File: config.mk
export PLATFORM = sky130hd
export DESIGN_NAME = aes_result_collector
export DESIGN_NICKNAME = d
export VERILOG_FILES = /design/src/rtl/aes_result_collector.sv
export SDC_FILE = /design/constraint.sdc
export NUM_CORES = 1
export LEC_CHECK = 0
export ABC_AREA = 1
export BUFFER_PORTS_ARGS = -buffer_cell sky130_fd_sc_hd__buf_2
export CAP_MARGIN = 15
export CORE_MARGIN = 1.5
export CORE_UTILIZATION = 49
export DETAILED_ROUTE_END_ITERATION = 7
export PLACE_DENSITY_LB_ADDON = 0.05
export SETUP_SLACK_MARGIN = 0.2
export SLEW_MARGIN = 40
export SYNTH_ARGS = -nofsm -noshare
export SYNTH_HDL_FRONTEND = slang
export SYNTH_SLANG_ARGS = --single-unit
File: constraint.sdc
create_clock -name clk -period 15.3 [get_ports clk]
set_clock_uncertainty 0.15 [all_clocks]
set_input_delay 0 -clock clk [delete_from_list [all_inputs] [get_ports clk]]
set_output_delay 0 -clock clk [all_outputs]
set_load 0.005 [all_outputs]
File: src/rtl/aes_result_collector.sv
// ---------------------------------------------------------------------------
// aes_result_collector
//
// Collects ciphertext blocks from NUM_AES AES cores and releases them in
// strict core order 0,1,...,NUM_AES-1,0,... It is the counterpart of the
// round-robin block dispatcher. Each core has one 128-bit holding slot with
// a full flag. A one-hot read pointer selects the next slot to release into
// a single registered output stage, which uses a valid/ready handshake.
//
// Parameters
//   NUM_AES     number of attached AES cores (must be >= 2)
//
// Ports
//   clk         system clock, rising edge
//   rst         asynchronous, active-high reset
//   core_done   per-core one-cycle strobe; result valid on ecb_out slice i
//   ecb_out     core results; core i drives bits [128*i+127:128*i]
//   flush       synchronous clear of slots, output stage and pointer
//   data_ready  downstream accepts data_out this cycle
//   data_valid  data_out holds a valid block
//   data_out    in-order ciphertext block (holds last value when not valid)
//   pending     bit i = slot i holds an unreleased result
//   overrun     sticky flag: a result arrived while its slot was still full
//
// Optional feature
//   AES_COLLECT_OVERRUN_CHK_EN  when defined, builds the sticky overrun
//   detector. When undefined, overrun is tied 0. In both builds a result
//   that arrives at a full, non-draining slot is dropped.
//
// Output stage FSM
//   state | meaning
//   EMPTY | data_valid=0, data_out keeps its last value
//   HOLD  | data_valid=1, data_out stable until data_ready
// ---------------------------------------------------------------------------
module aes_result_collector #(
    parameter int NUM_AES = 3
) (
    input  logic                   clk,
    input  logic                   rst,
    input  logic [NUM_AES-1:0]     core_done,
    input  logic [128*NUM_AES-1:0] ecb_out,
    input  logic                   flush,
    input  logic                   data_ready,
    output logic                   data_valid,
    output logic [127:0]           data_out,
    output logic [NUM_AES-1:0]     pending,
    output logic                   overrun
);

    typedef enum logic {
        EMPTY = 1'b0,
        HOLD  = 1'b1
    } state_t;

    state_t             state;
    logic [127:0]       slot_data [NUM_AES];
    logic [NUM_AES-1:0] slot_full;
    logic [NUM_AES-1:0] rd_ptr;
    logic [NUM_AES-1:0] drain;
    logic [NUM_AES-1:0] accept;
    logic [127:0]       sel_data;
    logic               sel_full;
    logic               xfer;

    // rd_ptr is one-hot, so a plain priority loop acts as a mux.
    always_comb begin
        sel_data = '0;
        sel_full = 1'b0;
        for (int i = 0; i < NUM_AES; i++) begin
            if (rd_ptr[i]) begin
                sel_data = slot_data[i];
                sel_full = slot_full[i];
            end
        end
    end

    assign xfer   = sel_full && ((state == EMPTY) || data_ready);
    assign drain  = rd_ptr & {NUM_AES{xfer}};
    // A slot that is being drained on this edge may be refilled on the same edge.
    assign accept = core_done & (~slot_full | drain);

    assign pending = slot_full;

    always_ff @(posedge clk or posedge rst) begin
        if (rst) begin
            for (int i = 0; i < NUM_AES; i++) begin
                slot_data[i] <= '0;
            end
            slot_full <= '0;
        end else if (flush) begin
            slot_full <= '0;
        end else begin
            for (int i = 0; i < NUM_AES; i++) begin
                if (accept[i]) begin
                    slot_data[i] <= ecb_out[128*i +: 128];
                end
            end
            slot_full <= (slot_full & ~drain) | accept;
        end
    end

    always_ff @(posedge clk or posedge rst) begin
        if (rst) begin
            state      <= EMPTY;
            data_valid <= 1'b0;
            data_out   <= '0;
            rd_ptr     <= NUM_AES'(1);
        end else if (flush) begin
            state      <= EMPTY;
            data_valid <= 1'b0;
            data_out   <= '0;
            rd_ptr     <= NUM_AES'(1);
        end else begin
            case (state)
                EMPTY: begin
                    if (xfer) begin
                        state      <= HOLD;
                        data_valid <= 1'b1;
                        data_out   <= sel_data;
                        rd_ptr     <= {rd_ptr[NUM_AES-2:0], rd_ptr[NUM_AES-1]};
                    end
                end
                HOLD: begin
                    if (xfer) begin
                        data_out <= sel_data;
                        rd_ptr   <= {rd_ptr[NUM_AES-2:0], rd_ptr[NUM_AES-1]};
                    end else if (data_ready) begin
                        state      <= EMPTY;
                        data_valid <= 1'b0;
                    end
                end
                default: begin
                    state      <= EMPTY;
                    data_valid <= 1'b0;
                end
            endcase
        end
    end

`ifdef AES_COLLECT_OVERRUN_CHK_EN
    logic [NUM_AES-1:0] drop;

    assign drop = core_done & slot_full & ~drain;

    always_ff @(posedge clk or posedge rst) begin
        if (rst) begin
            overrun <= 1'b0;
        end else if (flush) begin
            overrun <= 1'b0;
        end else if (|drop) begin
            overrun <= 1'b1;
        end
    end
`else
    assign overrun = 1'b0;
`endif

endmodule

# --- Word level (Yosys, flattened, before mapping) ---
# Cells that the tools add are included.
word_totals:
  register_bits: 520
  out_inout_bits: 133
  word_cells: 48
op_classes:
  eq_ne: 3
  n_mux: 21
  bitwise: 9
  n_reduce_logical: 7
ops:
  columns: ["op", "n"]
  rows:
  - ["$mux W128", 5]
  - ["$mux W1", 11]
  - ["$and A3 B3 Y3", 3]
  - ["$mux W3", 3]
  - ["$ne A3 B3 Y1 const B", 3]
  - ["$not A3 Y3", 2]
  - ["$or A3 B3 Y3", 2]
  - ["$reduce_and A2 Y1", 3]
  - ["$pmux W1 S2", 2]
  - ["$reduce_and A3 Y1", 1]
  - ["$not A1 Y1", 2]
  - ["$reduce_bool A2 Y1", 1]
  - ["$logic_and A1 B1 Y1", 1]
  - ["$logic_or A1 B1 Y1", 1]

# --- Longest topological paths before layout ---
depth:
  depth_word: 9
  depth_mapped: 11
  depth_no_buf: 8

# --- Least setup slack after synthesis ---
# OpenSTA, ideal clock, no wires.
synth_timing:
  path_type: "register -> register"
  start: "register rd_ptr[0]"
  end: "register slot_data[128] in the netlist's numbering"
  t_arrival_ns: 1.384
  required_ns: 15.033
  slack_ns: 13.650
  path_stages_with_launch: 10
  n_path_buf: 2
  cell_sequence: "dfstp_2 nand3_1 nand2_2 nand4_2 nand2_2 nand2_2 buf_4 buf_4 nand2_1 nand2_1"
synth_between:
  elab_chain_cells: 8
synth_lines:
  columns: ["item", "line", "source"]
  rows:
  - ["start: declaration", "58", "logic [NUM_AES-1:0] rd_ptr;"]
  - ["start signal: assignment", "120", "rd_ptr <= {rd_ptr[NUM_AES-2:0], rd_ptr[NUM_AES-1]};"]
  - ["start signal: assignment", "126", "rd_ptr <= {rd_ptr[NUM_AES-2:0], rd_ptr[NUM_AES-1]};"]
  - ["$mux W1 (3 in a row)", "70", "if (rd_ptr[i]) begin"]
  - ["$logic_and A1 B1 Y1", "77", "assign xfer = sel_full && ((state == EMPTY) || data_ready);"]
  - ["$and A3 B3 Y3", "78", "assign drain = rd_ptr & {NUM_AES{xfer}};"]
  - ["$or A3 B3 Y3", "80", "assign accept = core_done & (~slot_full | drain);"]
  - ["$and A3 B3 Y3", "80", null]
  - ["$reduce_and A2 Y1 (no line)", null, null]
  - ["end signal: indexed assignment", "95", "slot_data[i] <= ecb_out[128*i +: 128];"]
  - ["end: declaration", "56", "logic [127:0] slot_data [NUM_AES];"]
# No other way between the ends.
# A chain may end at the register's enable or synchronous reset.

# --- Worst setup path after layout ---
layout_timing:
  start: "register rd_ptr[2]"
  end: "register slot_data[308] in the netlist's numbering"
layout_between:
  elab_chain_cells: 6
layout_lines:
  columns: ["item", "line"]
  rows:
  - ["$mux W1", "70"]
  - ["$logic_and A1 B1 Y1", "77"]
  - ["$and A3 B3 Y3", "78"]
  - ["$or A3 B3 Y3", "80"]
  - ["$and A3 B3 Y3", "80"]
  - ["$reduce_and A2 Y1 (no line)", null]
# No other way between the ends.

==> results.md <==
* Status: finished clean
* Fin crit share at 26.5%
* Yosys top cell by area: dfrtp_1
* Syn Nets at 3,242
* Mean routed wirelength per cell at 21.1 µm
* Critical R2R Capture: slot_data[308]
* Post-DP HPWL at 50.9 mm
* CTS tree: done
* Via count at 24,400
* CORE AREA at 46,900 µm²
* Initial antenna violation count at 11
* Hold WC Path Type: input port to flip-flop
* Die height at 221 µm
* Worst Reg-to-Reg Cells at 8
* CTS Root Buffer Type: clkbuf_16
* F_max at 0.246 GHz
* Max Transition Viols Final at 0
* Placed Cells at 3,762
* CP Capture Type: flip-flop
* Largest net degree at the start of global routing at 163
* Endpoints failing hold at 0
* Synthesized area per cell at 8.20 µm²
* Clock sinks at 520
* Final layout net count at 4,026
* TNS Setup at 0 ns
* Total track usage at 36.8%
* Kind of critical path: flip-flop to flip-flop
* Setup Buffers After CTS at 0
* TritonRoute pass-1 iters at 6
* MaxCap Viol Count at 0
* Yosys reg bits at 520
* Io pins at 524
* Synth warnings at 0
* Quantity of hold-fixing buffers added after cts at 421
* Top cells by area, synth: dfrtp_1 56%, nand2_1 14%, nand3_1 11%
* Yosys cell types at 23
* First-pass GRT wire length at 141 mm
* Final Wtd Congestion at 0.864
* Crit path max fanout at 73
* Worst hold endpoint: slot_data[356]
* Synthesized area at 23,400 µm²
* Layout area overhead at 37.0%
* Total gr overflow at 0
* Pwr/cell area at 135 nW/µm²
* Crit Reg-Reg Startpoint: rd_ptr[2]
* FF-to-FF setup slack at 11.24 ns
* CTS H-tree lvls at 2
* I/O Buffers at 522
* CTS clk-pin slew, worst paths at 0.06 ns
* Die area at 49,000 µm²
* Register area share after synthesis at 55.7%
* Starting Density at 49.9%
* Leakage at 0.0168 µW
* Req. time, crit path at 15.68 ns
* Hold_sp: ecb_out[100]
* Final WL at 90.7 mm
* Setup violators final at 0
* VDD IR max at 85.2 µV
* Antenna viol nets, final at 0
* Clock buffer depth at 3
* Final min period at 4.06 ns
* Iteration-0 DRC Markers at 2,573
* CP Launch Type: flip-flop
* CTS buffer count at 56
* Non-Filler Instances at 4,293
* Min-Delay Path Depth at 4
* RSZ-0062 raised after global routing: no
* Row cnt at 79
* CTS resizes at 0
* Slew margin rel. at 38.8%
* DRC at 0
* Arrival time at the worst endpoint at 4.44 ns
* Routed vias/inst at 5.68
* Share of layout cells above drive strength 1 at 17.8%
* Vias in the first global route at 25,000
* Share of the synthesized area in the top cell type at 55.6%
* Die X at 221 µm
* Clock Latency Late Sink at 0.62 ns
* Worst slew pin tran at 0.918 ns
* Gate Count Post-Synth at 2,851
## layout make-up
cell class | count | area (µm²)
antenna | 9 | 22.5
fill | 3769 | 14800
clock inverter | 12 | 116
timing repair buffer | 968 | 7110
sequential | 520 | 13000
inverter | 136 | 541
tap | 607 | 759
clock buffer | 88 | 1710
multi-input combinational | 1953 | 8750
## routing by layer
| layer | vias up | GRT usage, % | wire length [µm] |
|---|---|---|---|
| li1 | 10900 | - | - |
| met1 | 11800 | 47.6 | 35800 |
| met2 | 1405 | 57.4 | 41700 |
| met3 | 303 | 8.75 | 8360 |
| met4 | 4 | 19.6 | 4790 |
| met5 | - | 0 | 22 |
## state kept, by name, indices dropped and copies added, names as in the netlist
register	count
state	1
slot_data	384
data_out	128
data_valid	1
rd_ptr	3
pending	3
## layout by cell type (no fill, tap or decap), types with 8 or more instances in the layout
cell / Yosys / final
dlygate4sd3_1: 0 / 421
o21ai_1: 16 / 16
nand3_1: 517 / 516
clkinv_2: 0 / 8
dfrtp_1: 519 / 517
buf_2: 83 / 522
diode_2: 0 / 9
buf_6: 14 / 18
a21oi_1: 263 / 263
nand2_1: 902 / 901
clkbuf_8: 0 / 18
o21ai_0: 240 / 240
inv_1: 133 / 132
clkbuf_16: 0 / 57
clkbuf_1: 110 / 14
## through the flow
| stage | cell area [µm²] | utilization (%) | total power, µW | hold WS, ns | setup slack (ns) |
|---|---|---|---|---|---|
| 2_1_floorplan | 23400 | - | 2460 | -0.0213 | 0.625 |
| 3_5_place_dp | 25900 | 55.3 | 2870 | 0.0862 | 11.21 |
| 5_1_grt | 32000 | 68.4 | 4550 | 0.0267 | 11.02 |
| 4_1_cts | 32000 | 68.2 | 4320 | 0.000220 | 11.17 |
| 3_3_place_gp | 25800 | 55.2 | 2850 | 0.0769 | 11.01 |
| 6_report | 32000 | 68.4 | 4340 | 0.0197 | 11.24 |
## critical path: stages, from the launching register on
cell and delay [ns]:
dfrtp_4 0.82, inv_4 0.39, or2_4 0.37, nand4_2 0.13, nand2_4 0.43, nand2_4 0.76
buf_6 0.62, nand2_1 0.13, nand2_1 0.11
## how the worst max path moves through the flow
stage,start,endpoint,cells past startpoint
after floorplan,rst,data_out[0],1
after global placement,rd_ptr[2],data_out[79],7
final,rd_ptr[2],slot_data[308],8
after detailed placement,rd_ptr[2],data_out[89],7
after CTS,rd_ptr[2],pending[0],7
after global routing,rd_ptr[2],slot_data[334],8
## cell families (layout without fill, tap and decap cells)
| kind of cell | after synthesis | in the layout | share of synthesized area, % |
|---|---|---|---|
| and+or+nand+nor | 1432 | 1432 | 26.0 |
| AOI/OAI and AO/OA | 520 | 520 | 11.1 |
| DFF | 520 | 520 | 55.7 |
| buffers and inverters | 378 | 1204 | 7.21 |
| other | 1 | 10 | 0.0160 |
## where the power goes
group          internal [µW]  switching, µW  total, µW
sequential              1680            220       1900
clock                    796            563       1360
combinational            420            666       1090
## synth_stat cells, drive strengths merged
cell,count
or2,1
nand4,2
a21oi,263
buf,131
dfrtp,519
clkbuf,111
o21ai,256
nand3,518
o21bai,1
nand2,908
inv,136
and3,1
dfstp,1
nor2,2
conb,1
Power figures use the tool's default switching activity.
